[config.mk]
export PLATFORM = sky130hd
export DESIGN_NAME = nn_dpmem_resp
export DESIGN_NICKNAME = d
export VERILOG_FILES = /design/src/rtl/nn_dpmem_resp_pkg.sv /design/src/rtl/nn_dpmem_resp_port.sv /design/src/rtl/nn_dpmem_resp.sv
export SDC_FILE = /design/constraint.sdc
export NUM_CORES = 1
export LEC_CHECK = 0
export ABC_AREA = 1
export CORE_UTILIZATION = 40
export DETAILED_ROUTE_END_ITERATION = 10
export PLACE_DENSITY = 0.62
export SLEW_MARGIN = 20
export SYNTH_ARGS = -nofsm -noshare
export SYNTH_HDL_FRONTEND = slang
export SYNTH_SLANG_ARGS = --single-unit
export TNS_END_PERCENT = 30
[constraint.sdc]
create_clock -name clk -period 11.2 [get_ports clk]
set_input_delay 1.12 -clock clk [delete_from_list [all_inputs] [get_ports clk]]
set_output_delay 1.12 -clock clk [all_outputs]
set_load 0.005 [all_outputs]
[src/rtl/nn_dpmem_resp_pkg.sv]
`default_nettype none
// ============================================================================
//  Module      : nn_mem_pkg
//  Description : Shared types, default sizes and the per-port op decoder for
//                the neural-net dual-port memory responder.
//  Revision    : 1.0  initial release
// ============================================================================
package nn_mem_pkg;

  localparam int unsigned ADDR_W_DEF = 5;
  localparam int unsigned DATA_W_DEF = 8;
  localparam int unsigned DEPTH_DEF  = 32;

  typedef enum logic [1:0] {
    OP_IDLE  = 2'd0,
    OP_READ  = 2'd1,
    OP_WRITE = 2'd2
  } mem_op_t;

  // Active-low chip select gates everything; write enable picks the direction.
  function automatic mem_op_t dec_op(input logic csb, input logic web);
    mem_op_t op;
    if (csb)      op = OP_IDLE;
    else if (web) op = OP_READ;
    else          op = OP_WRITE;
    return op;
  endfunction

endpackage
`default_nettype wire

[src/rtl/nn_dpmem_resp_port.sv]
`default_nettype none
// ============================================================================
//  Module      : nn_mem_port
//  Description : One memory port: op decode, address range check, registered
//                read data with a one-cycle valid pulse, and the output-enable
//                gate on the read data.
//  Revision    : 1.0  initial release
// ============================================================================
module nn_mem_port
  import nn_mem_pkg::*;
#(
  parameter int unsigned ADDR_W = ADDR_W_DEF,
  parameter int unsigned DATA_W = DATA_W_DEF,
  parameter int unsigned DEPTH  = DEPTH_DEF
) (
  input  logic              clk,
  input  logic              rst,
  input  logic              csb,
  input  logic              web,
  input  logic              oeb,
  input  logic [ADDR_W-1:0] add,
  input  logic [DATA_W-1:0] rdata,
  output mem_op_t           op,
  output logic              in_range,
  output logic [DATA_W-1:0] dout,
  output logic              dval
);

  mem_op_t           w_op;
  logic              w_in_range;
  logic [DATA_W-1:0] r_dout;
  logic              r_dval;

  assign w_op       = dec_op(csb, web);
  assign w_in_range = (32'(add) < DEPTH);

  // Read loads the word (or zero when out of range) and pulses valid; other ops hold.
  always_ff @(posedge clk or posedge rst) begin
    if (rst) begin
      r_dout <= '0;
      r_dval <= 1'b0;
    end else begin
      r_dval <= (w_op == OP_READ);
      if (w_op == OP_READ) begin
        r_dout <= w_in_range ? rdata : '0;
      end
    end
  end

  assign op       = w_op;
  assign in_range = w_in_range;
  assign dout     = oeb ? '0 : r_dout;
  assign dval     = r_dval;

endmodule
`default_nettype wire

[src/rtl/nn_dpmem_resp.sv]
`default_nettype none
// ============================================================================
//  Module      : nn_dpmem_resp
//  Description : Dual-port synchronous memory responder for the kernel and
//                weight memories. Read-first on cross-port conflicts, port 1
//                wins write/write conflicts, sticky collision and address
//                error flags, saturating write counter.
//  Revision    : 1.0  initial release
// ============================================================================
module nn_dpmem_resp
  import nn_mem_pkg::*;
#(
  parameter int unsigned ADDR_W = ADDR_W_DEF,
  parameter int unsigned DATA_W = DATA_W_DEF,
  parameter int unsigned DEPTH  = DEPTH_DEF
) (
  input  logic              clk,
  input  logic              rst,
  input  logic [ADDR_W-1:0] ADD1,
  input  logic              WEB1,
  input  logic              OEB1,
  input  logic              CSB1,
  input  logic [DATA_W-1:0] DIN1,
  output logic [DATA_W-1:0] DOUT1,
  output logic              DVAL1,
  input  logic [ADDR_W-1:0] ADD2,
  input  logic              WEB2,
  input  logic              OEB2,
  input  logic              CSB2,
  input  logic [DATA_W-1:0] DIN2,
  output logic [DATA_W-1:0] DOUT2,
  output logic              DVAL2,
  output logic              COLL,
  output logic              AERR,
  input  logic              CLR,
  output logic [7:0]        WCNT
);

  logic [DATA_W-1:0] r_mem [0:DEPTH-1];

  mem_op_t           w_op1, w_op2;
  logic              w_rng1, w_rng2;
  logic [ADDR_W-1:0] w_idx1, w_idx2;
  logic [DATA_W-1:0] w_rdata1, w_rdata2;
  logic              w_wr1, w_wr2;
  logic              w_coll_ev, w_aerr_ev;
  logic [1:0]        w_inc;
  logic [8:0]        w_sum;
  logic [7:0]        w_wcnt_nxt;
  logic              r_coll, r_aerr;
  logic [7:0]        r_wcnt;

  // Out-of-range addresses are steered to word 0 so the array is never over-indexed;
  // the port discards that data anyway.
  assign w_idx1   = w_rng1 ? ADD1 : '0;
  assign w_idx2   = w_rng2 ? ADD2 : '0;
  assign w_rdata1 = r_mem[w_idx1];
  assign w_rdata2 = r_mem[w_idx2];

  nn_mem_port #(
    .ADDR_W (ADDR_W),
    .DATA_W (DATA_W),
    .DEPTH  (DEPTH)
  ) u_port1 (
    .clk      (clk),
    .rst      (rst),
    .csb      (CSB1),
    .web      (WEB1),
    .oeb      (OEB1),
    .add      (ADD1),
    .rdata    (w_rdata1),
    .op       (w_op1),
    .in_range (w_rng1),
    .dout     (DOUT1),
    .dval     (DVAL1)
  );

  nn_mem_port #(
    .ADDR_W (ADDR_W),
    .DATA_W (DATA_W),
    .DEPTH  (DEPTH)
  ) u_port2 (
    .clk      (clk),
    .rst      (rst),
    .csb      (CSB2),
    .web      (WEB2),
    .oeb      (OEB2),
    .add      (ADD2),
    .rdata    (w_rdata2),
    .op       (w_op2),
    .in_range (w_rng2),
    .dout     (DOUT2),
    .dval     (DVAL2)
  );

  // Only in-range writes are accepted; they both update memory and count.
  assign w_wr1     = (w_op1 == OP_WRITE) && w_rng1;
  assign w_wr2     = (w_op2 == OP_WRITE) && w_rng2;
  assign w_coll_ev = w_wr1 && w_wr2 && (ADD1 == ADD2);
  assign w_aerr_ev = ((w_op1 != OP_IDLE) && !w_rng1) ||
                     ((w_op2 != OP_IDLE) && !w_rng2);

  assign w_inc      = {1'b0, w_wr1} + {1'b0, w_wr2};
  assign w_sum      = {1'b0, r_wcnt} + {7'd0, w_inc};
  assign w_wcnt_nxt = w_sum[8] ? 8'hFF : w_sum[7:0];

  // Storage array; port 1 is written last so it wins a same-address collision.
  always_ff @(posedge clk or posedge rst) begin
    if (rst) begin
      for (int i = 0; i < int'(DEPTH); i++) begin
        r_mem[i] <= '0;
      end
    end else begin
      if (w_wr2) r_mem[ADD2] <= DIN2;
      if (w_wr1) r_mem[ADD1] <= DIN1;
    end
  end

  // Sticky flags: clear drops them, but an event in the same cycle keeps them set.
  always_ff @(posedge clk or posedge rst) begin
    if (rst) begin
      r_coll <= 1'b0;
      r_aerr <= 1'b0;
    end else begin
      r_coll <= (r_coll && !CLR) || w_coll_ev;
      r_aerr <= (r_aerr && !CLR) || w_aerr_ev;
    end
  end

  // Saturating count of accepted port writes.
  always_ff @(posedge clk or posedge rst) begin
    if (rst) r_wcnt <= 8'd0;
    else     r_wcnt <= w_wcnt_nxt;
  end

  assign COLL = r_coll;
  assign AERR = r_aerr;
  assign WCNT = r_wcnt;

endmodule
`default_nettype wire

# After elaboration in Yosys (flattened, before gate mapping)
# Index checks and enable logic that the tools add are counted.
# W data, S select, Z words.
# totals
ff_bits	284
wordCells	81
# op_classes
n_addsub	2
magnitude_cmp	4
n_eq_ne	5
muxes	21
bitwise	2
n_reduce_logical	8
# op_table
cell	n
$bwmux W256	2
$mux W256	2
$bmux W8 S5	2
$demux W8 S5	2
$mux W8	9
$ge A6 B6 Y1 const B	2
$lt A6 B1 Y1 const B	2
$not A5 Y6	2
$add A8 B2 Y9	1
$mux W2	4
$logic_and A1 B1 Y1	6
$eq A5 B5 Y1	1
$eq A2 B1 Y1 const B	2
$eq A2 B2 Y1 const B	2
$add A1 B1 Y2	1
$logic_not A1 Y1	1
$logic_or A1 B1 Y1	1

# Logic depth before layout (Yosys ltp)
# Gate-level depths: netlist of the first run.
# depth
ltp_word	9
ltp_mapped	14
mapped_depth_nobuf	11

# Modules after synthesis
# Synthesis of the first run repeated with hierarchy kept, for this count alone.
# hier_totals
hier_cells	3446
area_unflattened_um2	20355.8
# by_module_without_submodules
mod	n_inst	cells_per_inst	area_each_um2	seq_area_each_um2
nn_dpmem_resp	1	3330	19449.9	6656.4
nn_mem_port	2	58	452.9	225.2

# Least setup slack after synthesis of the first run
# OpenSTA, ideal clock, no wires.
# synth_timing
path_type	input port to flip-flop
startpoint	input CSB1
endpoint	register r_wcnt[3], in the netlist WCNT[3]
t_arrival_ns	2.529
slack_ns	8.588
cell_stages	9
path_buffers	0
cell_sequence	nor2_1 > inv_1 > fa_1 > inv_1 > ha_1 > nand2_1 > nor3_1 > inv_1 > o21ai_0
# synth_between
elab_chain_len	5
# synth_lines
item	line	rtl
start: declaration	nn_dpmem_resp.sv:22	input logic CSB1,
$mux W2	nn_dpmem_resp_pkg.sv:23	if (csb) op = OP_IDLE;
$eq A2 B2 Y1	nn_dpmem_resp.sv:97	assign w_wr1 = (w_op1 == OP_WRITE) && w_rng1;
$add A1 B1 Y2	nn_dpmem_resp.sv:103	assign w_inc = {1'b0, w_wr1} + {1'b0, w_wr2};
$add A8 B2 Y9	nn_dpmem_resp.sv:104	assign w_sum = {1'b0, r_wcnt} + {7'd0, w_inc};
$mux W8	nn_dpmem_resp.sv:105	assign w_wcnt_nxt = w_sum[8] ? 8'hFF : w_sum[7:0];
named net w_wcnt_nxt[3]	nn_dpmem_resp.sv:49	logic [7:0] w_wcnt_nxt;
end signal: assignment	nn_dpmem_resp.sv:133	else r_wcnt <= w_wcnt_nxt;
end: declaration	nn_dpmem_resp.sv:51	logic [7:0] r_wcnt;
# The timed path passes the listed nets, and every way through them passes these cells.
# A chain may end at the register's enable or synchronous reset.

# Final worst setup path of the first run
# layout_timing
startpoint	input ADD2[0]
endpoint	register r_mem[184] in the netlist's numbering
# layout_between
elab_chain_len	9
word_cells_on_any_way	10
# layout_lines
item	line	rtl
start: declaration	nn_dpmem_resp.sv:26	input logic [ADDR_W-1:0] ADD2,
$not A5 Y6 (implied by the code) *	nn_dpmem_resp.sv:114	if (w_wr2) r_mem[ADD2] <= DIN2;
$ge A6 B6 Y1 (implied by the code) / $lt A6 B1 Y1 (equally long branches)	nn_dpmem_resp.sv:114	
$logic_and A1 B1 Y1 (implied by the code)	nn_dpmem_resp.sv:114	
$mux W8 (implied by the code)	nn_dpmem_resp.sv:114	
$demux W8 S5 *	nn_dpmem_resp.sv:114	
$bwmux W256 *	nn_dpmem_resp.sv:114	
$mux W256 *	nn_dpmem_resp.sv:114	
$bwmux W256	nn_dpmem_resp.sv:115	if (w_wr1) r_mem[ADD1] <= DIN1;
$mux W256 *	nn_dpmem_resp.sv:115	
end signal: indexed assignment	nn_dpmem_resp.sv:111	r_mem[i] <= '0;
end signal: indexed assignment	nn_dpmem_resp.sv:114	
end signal: indexed assignment	nn_dpmem_resp.sv:115	
end: declaration	nn_dpmem_resp.sv:39	logic [DATA_W-1:0] r_mem [0:DEPTH-1];
# Every way passes the cells marked *; elsewhere a longest branch is shown, timed or not.

==> metrics.cfg, run 1 <==
[yosys]
synth.most_common_cell = nand2_1
synth_area_leaders = dfrtp_1 (38%), nand2_1 (27%), o21ai_0 (9.3%), o22ai_1 (5.3%), a21oi_1 (4.2%)
ys_seq_elements = 284
synthTopCellsByCount = nand2_1 (1,347), o21ai_0 (347), dfrtp_1 (284), a21oi_1 (158), o22ai_1 (158)
syn_area_um2 = 18700
ys_warn_count = 0
syn-num-nets = 2988
synth-main-ff-cell = dfrtp_1
async_flop_share = 1.00
seq_area_frac_synth = 0.380
yosysTopAreaCell = dfrtp_1
syn_avg_cell_area_um2 = 6.34
synth_cells = 2951
ys_types = 31
synth_top_area_share = 0.380
synth-edff-count = 0

[finish]
fin_nets = 2903
utilization = 0.451
seq_area_um2 = 7110
fillers = 4780
syn2layout_area_growth_pct = 10.4
multi_input_area_um2 = 10100
drive_gt1_frac = 0.0488

[detailed_routing]
vias = 20900
drt-initial-drc-count = 3008
drc_errors = 0
vias_per_cell = 5.98
ant_nets = 0
drt_wl_total_mm = 79.3
drt-pass1-iter-count = 8
detail_route.wl_per_cell_um = 22.7

[worst_setup_path]
crit_path_start_kind = input port
cp.required_ns = 11.60
cp.arrival_ns = 4.48
path_buf_inv = 5
startpoint = ADD2[0]
max_stage_delay_ns = 0.91
crit_family = buffers and inverters
r2r_slack_ns = 9.30
path_cells = buf_4 > buf_4 > nor2_1 > nand2_2 > clkinv_1 > buf_4 > nand2_1 > inv_1 > a21oi_1 > o21ai_0 > o21ai_0
cpMaxStageDelayCell = nor2_1
r2r-end = WCNT[2]
critPathKind = input port to flip-flop
rr_startpoint = WCNT[0]
path_max_fanout = 83
critical-path-top-cell-by-count = buf_4
critPathCaptureType = flip-flop
rr_worst_depth = 8

[global_routing]
grt_max_degree = 106
gr-total-overflow = 0
grt_pass1_wl_mm = 120
grt_use_total = 0.335
first_global_vias = 19400
antenna_found_initial = 2

[clock_network]
cts_buffers = 35
clkSinkCount = 284
cts_tree = built
cts_repair_resize_count = 0
clockBufferDepth = 3
cts_max_level = 2
holdBufCountCts = 0
post_cts_buffers = 0
clock_latency_ns = 0.57
clk_pin_slew_worst_paths_ns = 0.06
cts_root_buffer = clkbuf_16

[worst_hold_path]
min-delay-start = AERR
hold_path.class = flip-flop to flip-flop
whs_path_depth = 2
holdPathEnd = AERR

[flow_run]
cap_violations = 0

[sta]
clock_skew_ns = 0.0122
fmaxAchievable_mhz = 245
hold_viol = 0
setup_viol = 0
min_period_ns = 4.08
rsz0062_at_grt = false
finalSetupTns_ns = 0
whs_ns = 0.502
fin_crit_sh = 0.364
worst_slew_pin_slew_ns = 1.09
slew_headroom = 0.273
finalMaxSlewViolations = 0

[pwr]
swShare = 0.358
peakVddDrop_v = 0.0000844
power_density_nw_per_um2 = 178
switching_power_uw = 1310
comb_power_share = 0.258
p_int_uw = 2350
clock_power_share = 0.324
pwr-share-seq = 0.418
leakagePower_uw = 0.0103

[floorplanning]
die_h_um = 218
row_count = 78
io-pin-count = 63
core_um2 = 45800
dieArea_um2 = 47600
start_util = 0.409
die_width_um = 218

[status]
outcome = completed

[placed_design]
place_hpwl_mm = 47.4
portBuffers = 62
gp_congestion = 0.938

[registers in the layout (all words and copies together), names as in the netlist]
name and cells:
u_port2.r_dout 8, WCNT 8, r_mem 256, COLL 1
u_port1.r_dout 8, u_port1.dval 1, AERR 1, u_port2.dval 1
[worst reg2reg max path: cells and delay by family (launching register included)]
family                     cells  cell delay [ns]
AOI/OAI and AO/OA              1             0.11
DFF                            1             0.37
adders and majority gates      2             0.57
and+or+nand+nor                2             0.45
buffers and inverters          3             0.30
[metrics by stage]
| stage | total power (uW) | instance area, um^2 | instances | setup WS (ns) |
|---|---|---|---|---|
| floorplan | 2110 | 18700 | 2951 | 2.24 |
| global placement | 2430 | 19500 | 3429 | 6.83 |
| detailed placement | 2450 | 19500 | 3429 | 6.71 |
| CTS | 3640 | 20600 | 3490 | 7.32 |
| global route | 3860 | 20600 | 3490 | 6.94 |
| finish | 3670 | 20600 | 3494 | 7.12 |
[routing by layer]
metal | vias up | GRT usage | wire (um)
met5 | - | 0 | 0
met4 | 0 | 0.199 | 4600
met3 | 272 | 0.0789 | 9790
met2 | 1360 | 0.481 | 33300
met1 | 9816 | 0.456 | 31600
li1 | 9449 | - | -
[placed cells by master (no fill, tap or decap), types with 44 or more instances in the layout]
| cell | instances |
|---|---|
| o22ai_1 | 158 |
| buf_4 | 44 |
| inv_1 | 131 |
| a21oi_1 | 158 |
| dfrtp_1 | 284 |
| nand3_1 | 91 |
| clkdlybuf4s50_1 | 57 |
| nor2_1 | 98 |
| o21ai_0 | 347 |
| nand2_1 | 1347 |
[power by group through the flow]
stage / clock, uW / sequential (uW) / combinational, uW
2_1_floorplan: 0 / 1440 / 668
3_3_place_gp: 0 / 1520 / 903
3_5_place_dp: 0 / 1530 / 925
4_1_cts: 1200 / 1520 / 928
5_1_grt: 1240 / 1550 / 1070
6_report: 1190 / 1530 / 945
[worst max-delay path by stage]
stage,slack [ns],endpoint,cells past startpoint
3_5_place_dp,6.71,r_mem[189],11
5_1_grt,6.94,r_mem[189],11
4_1_cts,7.32,r_mem[189],11
3_3_place_gp,6.83,r_mem[189],11
2_1_floorplan,2.24,AERR,1
6_report,7.12,r_mem[184],11
[area by class of cell]
type                       instances  share of cell area
clock inverter                    12             0.00552
tap                              600              0.0364
timing repair buffer             104              0.0444
sequential                       284               0.344
multi-input combinational       2291               0.490
clock buffer                      49              0.0514
inverter                         150              0.0278
antenna                            4            0.000485
[cell families after synthesis]
kind of cell             count (synthesis)  synth area share
AND/OR/NAND/NOR                       1584             0.332
adder cells (fa/ha/maj)                  2           0.00174
AO/OA/AOI/OAI                          704             0.203
XOR/XNOR                                 1          0.000468
buffers and inverters                  376            0.0819
flip-flops                             284             0.380
Note: power is estimated with default switching activity, not from simulation.
==> inputs of run 2 (changes only) <==
clock period = 4.1 ns   (was 11.2 ns; I/O delays follow)
==> metrics.cfg, run 2 (synthesis results as in run 1) <==
[status]
outcome = completed

[detailed_routing]
drt_wl_total_mm = 81.9  ; +3.3%
drt-pass1-iter-count = 6  ; -2
ant_nets = 0  ; unchanged
detail_route.wl_per_cell_um = 23.3  ; +2.6%
drc_errors = 0  ; unchanged
drt-initial-drc-count = 2676  ; -11%
vias_per_cell = 6.01  ; +0.44%
vias = 21100  ; +1.2%

[worst_setup_path]
cpMaxStageDelayCell = fa_1
max_stage_delay_ns = 0.54  ; -0.37 ns
critPathCaptureType = flip-flop
path_cells = clkdlybuf4s50_1 > nor2_1 > inv_1 > fa_1 > inv_1 > ha_1 > nand2_1 > nor3_1 > inv_1 > o21ai_0
cp.arrival_ns = 3.11  ; -1.37 ns
cp.required_ns = 4.58  ; -7.02 ns
path_max_fanout = 5  ; -94%
crit_path_start_kind = input port
path_buf_inv = 4  ; -1
critPathKind = input port to flip-flop
crit_family = buffers and inverters
critical-path-top-cell-by-count = inv_1

[finish]
final_cell_mix = nand2_1 (1,347), o21ai_0 (347), dfrtp_1 (284)
fin_nets = 2929  ; +0.90%
utilization = 0.456  ; +0.00506
fin_cells = 3519  ; +0.72%
largest_register_ffs = 256  ; unchanged
regMostFlops = r_mem
syn2layout_area_growth_pct = 11.6
drive_gt1_frac = 0.0542  ; +0.00541
fin_area_um2 = 20900  ; +1.1%
mostFrequentLayoutCell = nand2_1

[floorplanning]
dieArea_um2 = 47600  ; unchanged
start_util = 0.409  ; unchanged
die_h_um = 218  ; unchanged
core_um2 = 45800  ; unchanged
die_width_um = 218  ; unchanged
row_count = 78  ; unchanged
io-pin-count = 63  ; unchanged

[clock_network]
clock_latency_ns = 0.56  ; about the same
post_cts_buffers = 0  ; unchanged
clockBufferDepth = 3  ; unchanged
clk_pin_slew_worst_paths_ns = 0.06  ; about the same
cts_buffers = 35  ; unchanged
holdBufCountCts = 0  ; unchanged
clkSinkCount = 284  ; unchanged
cts_max_level = 2  ; unchanged
cts_root_buffer = clkbuf_16
cts_repair_resize_count = 0  ; unchanged
cts_tree = built

[placed_design]
place_hpwl_mm = 50.5  ; +6.4%
place_area_um2 = 19700  ; +1.2%
gp_congestion = 0.951  ; +1.3%
dp_slack_ns = 0.955  ; -5.76 ns
portBuffers = 62  ; unchanged
dp.cells = 3455  ; +0.76%

[sta]
fmaxAchievable_mhz = 380
min_period_ns = 2.63
worst_slew_pin_slew_ns = 1.12  ; +0.0344 ns
slew_headroom = 0.250  ; -0.0227
setup_viol = 0  ; unchanged
fin_crit_sh = 0.642
finalMaxSlewViolations = 0  ; unchanged
finalSetupTns_ns = 0  ; unchanged
worst_slack_ns = 1.47  ; -5.66 ns
clock_skew_ns = 0.0104  ; -0.00176 ns
rsz0062_at_grt = false
hold_viol = 0  ; unchanged

[global_routing]
grt_max_degree = 130  ; +23%
grt_pass1_wl_mm = 123  ; +2.3%
antenna_found_initial = 0  ; -2
first_global_vias = 19500  ; +0.81%
gr-total-overflow = 0  ; unchanged
grt_use_total = 0.345  ; +0.0101

[pwr]
leakagePower_uw = 0.0105  ; +1.3%
peakVddDrop_v = 0.000350  ; +310%
power_density_nw_per_um2 = 486  ; +170%

[worst_hold_path]
hold_path.class = input port to asynchronous set/reset pin

[flow_run]
cap_violations = 0  ; unchanged

## run 2: path summary, 6_finish.rpt
check	start	endpoint	slack, ns	cells past startpoint
max	WEB2	WCNT[3]	1.47	10
min	rst	WCNT[6]	0.13	2
max reg2reg	WCNT[0]	WCNT[3]	2.00	8
min in group clk	CLR	AERR	0.43	2
min reg2reg	AERR	AERR	0.50	2
max in group asynchronous	rst	u_port2.r_dout[5]	2.97	3
## run 2: area by class of cell
class	instances	area, um^2
fillers	4718	24900
multi-input cells	2291	10100
flip-flops and latches	284	7110
repair buffers	130	1170
clock buffers	49	1020
well taps	600	751
inverters	150	569
clock inverters	11	155
diodes	4	10.0
## run 2: metal layers
| metal | track usage | vias up | part of all wire |
|---|---|---|---|
| li1 | - | 9505 | - |
| met1 | 0.467 | 9962 | 0.40 |
| met2 | 0.497 | 1405 | 0.42 |
| met3 | 0.0852 | 268 | 0.12 |
| met4 | 0.200 | 0 | 0.060 |
| met5 | 0 | - | 0 |
## run 2: report_power, final
group | leakage [uW] | total [uW] | switching [uW] | internal, uW
Clock | 0.000584 | 3300 | 1320 | 1980
Combinational | 0.00634 | 2690 | 1670 | 1020
Sequential | 0.00354 | 4160 | 651 | 3510
Total | 0.0105 | 10100 | 3640 | 6510
## run 2: worst register-to-register path, delay by kind of cell (launching register included)
kind,cells,cell delay (ns)
simple gates,2,0.43
buf+inv,3,0.41
fa+ha+maj,2,0.73
compound gates,1,0.10
flops,1,0.35
## run 2: stage by stage
stage          hold WS (ns)  total power [uW]
4_1_cts               0.118             10100
2_1_floorplan         0.475              5770
3_3_place_gp          0.482              6700
3_5_place_dp          0.492              6780
6_report              0.126             10100
5_1_grt               0.135             10700
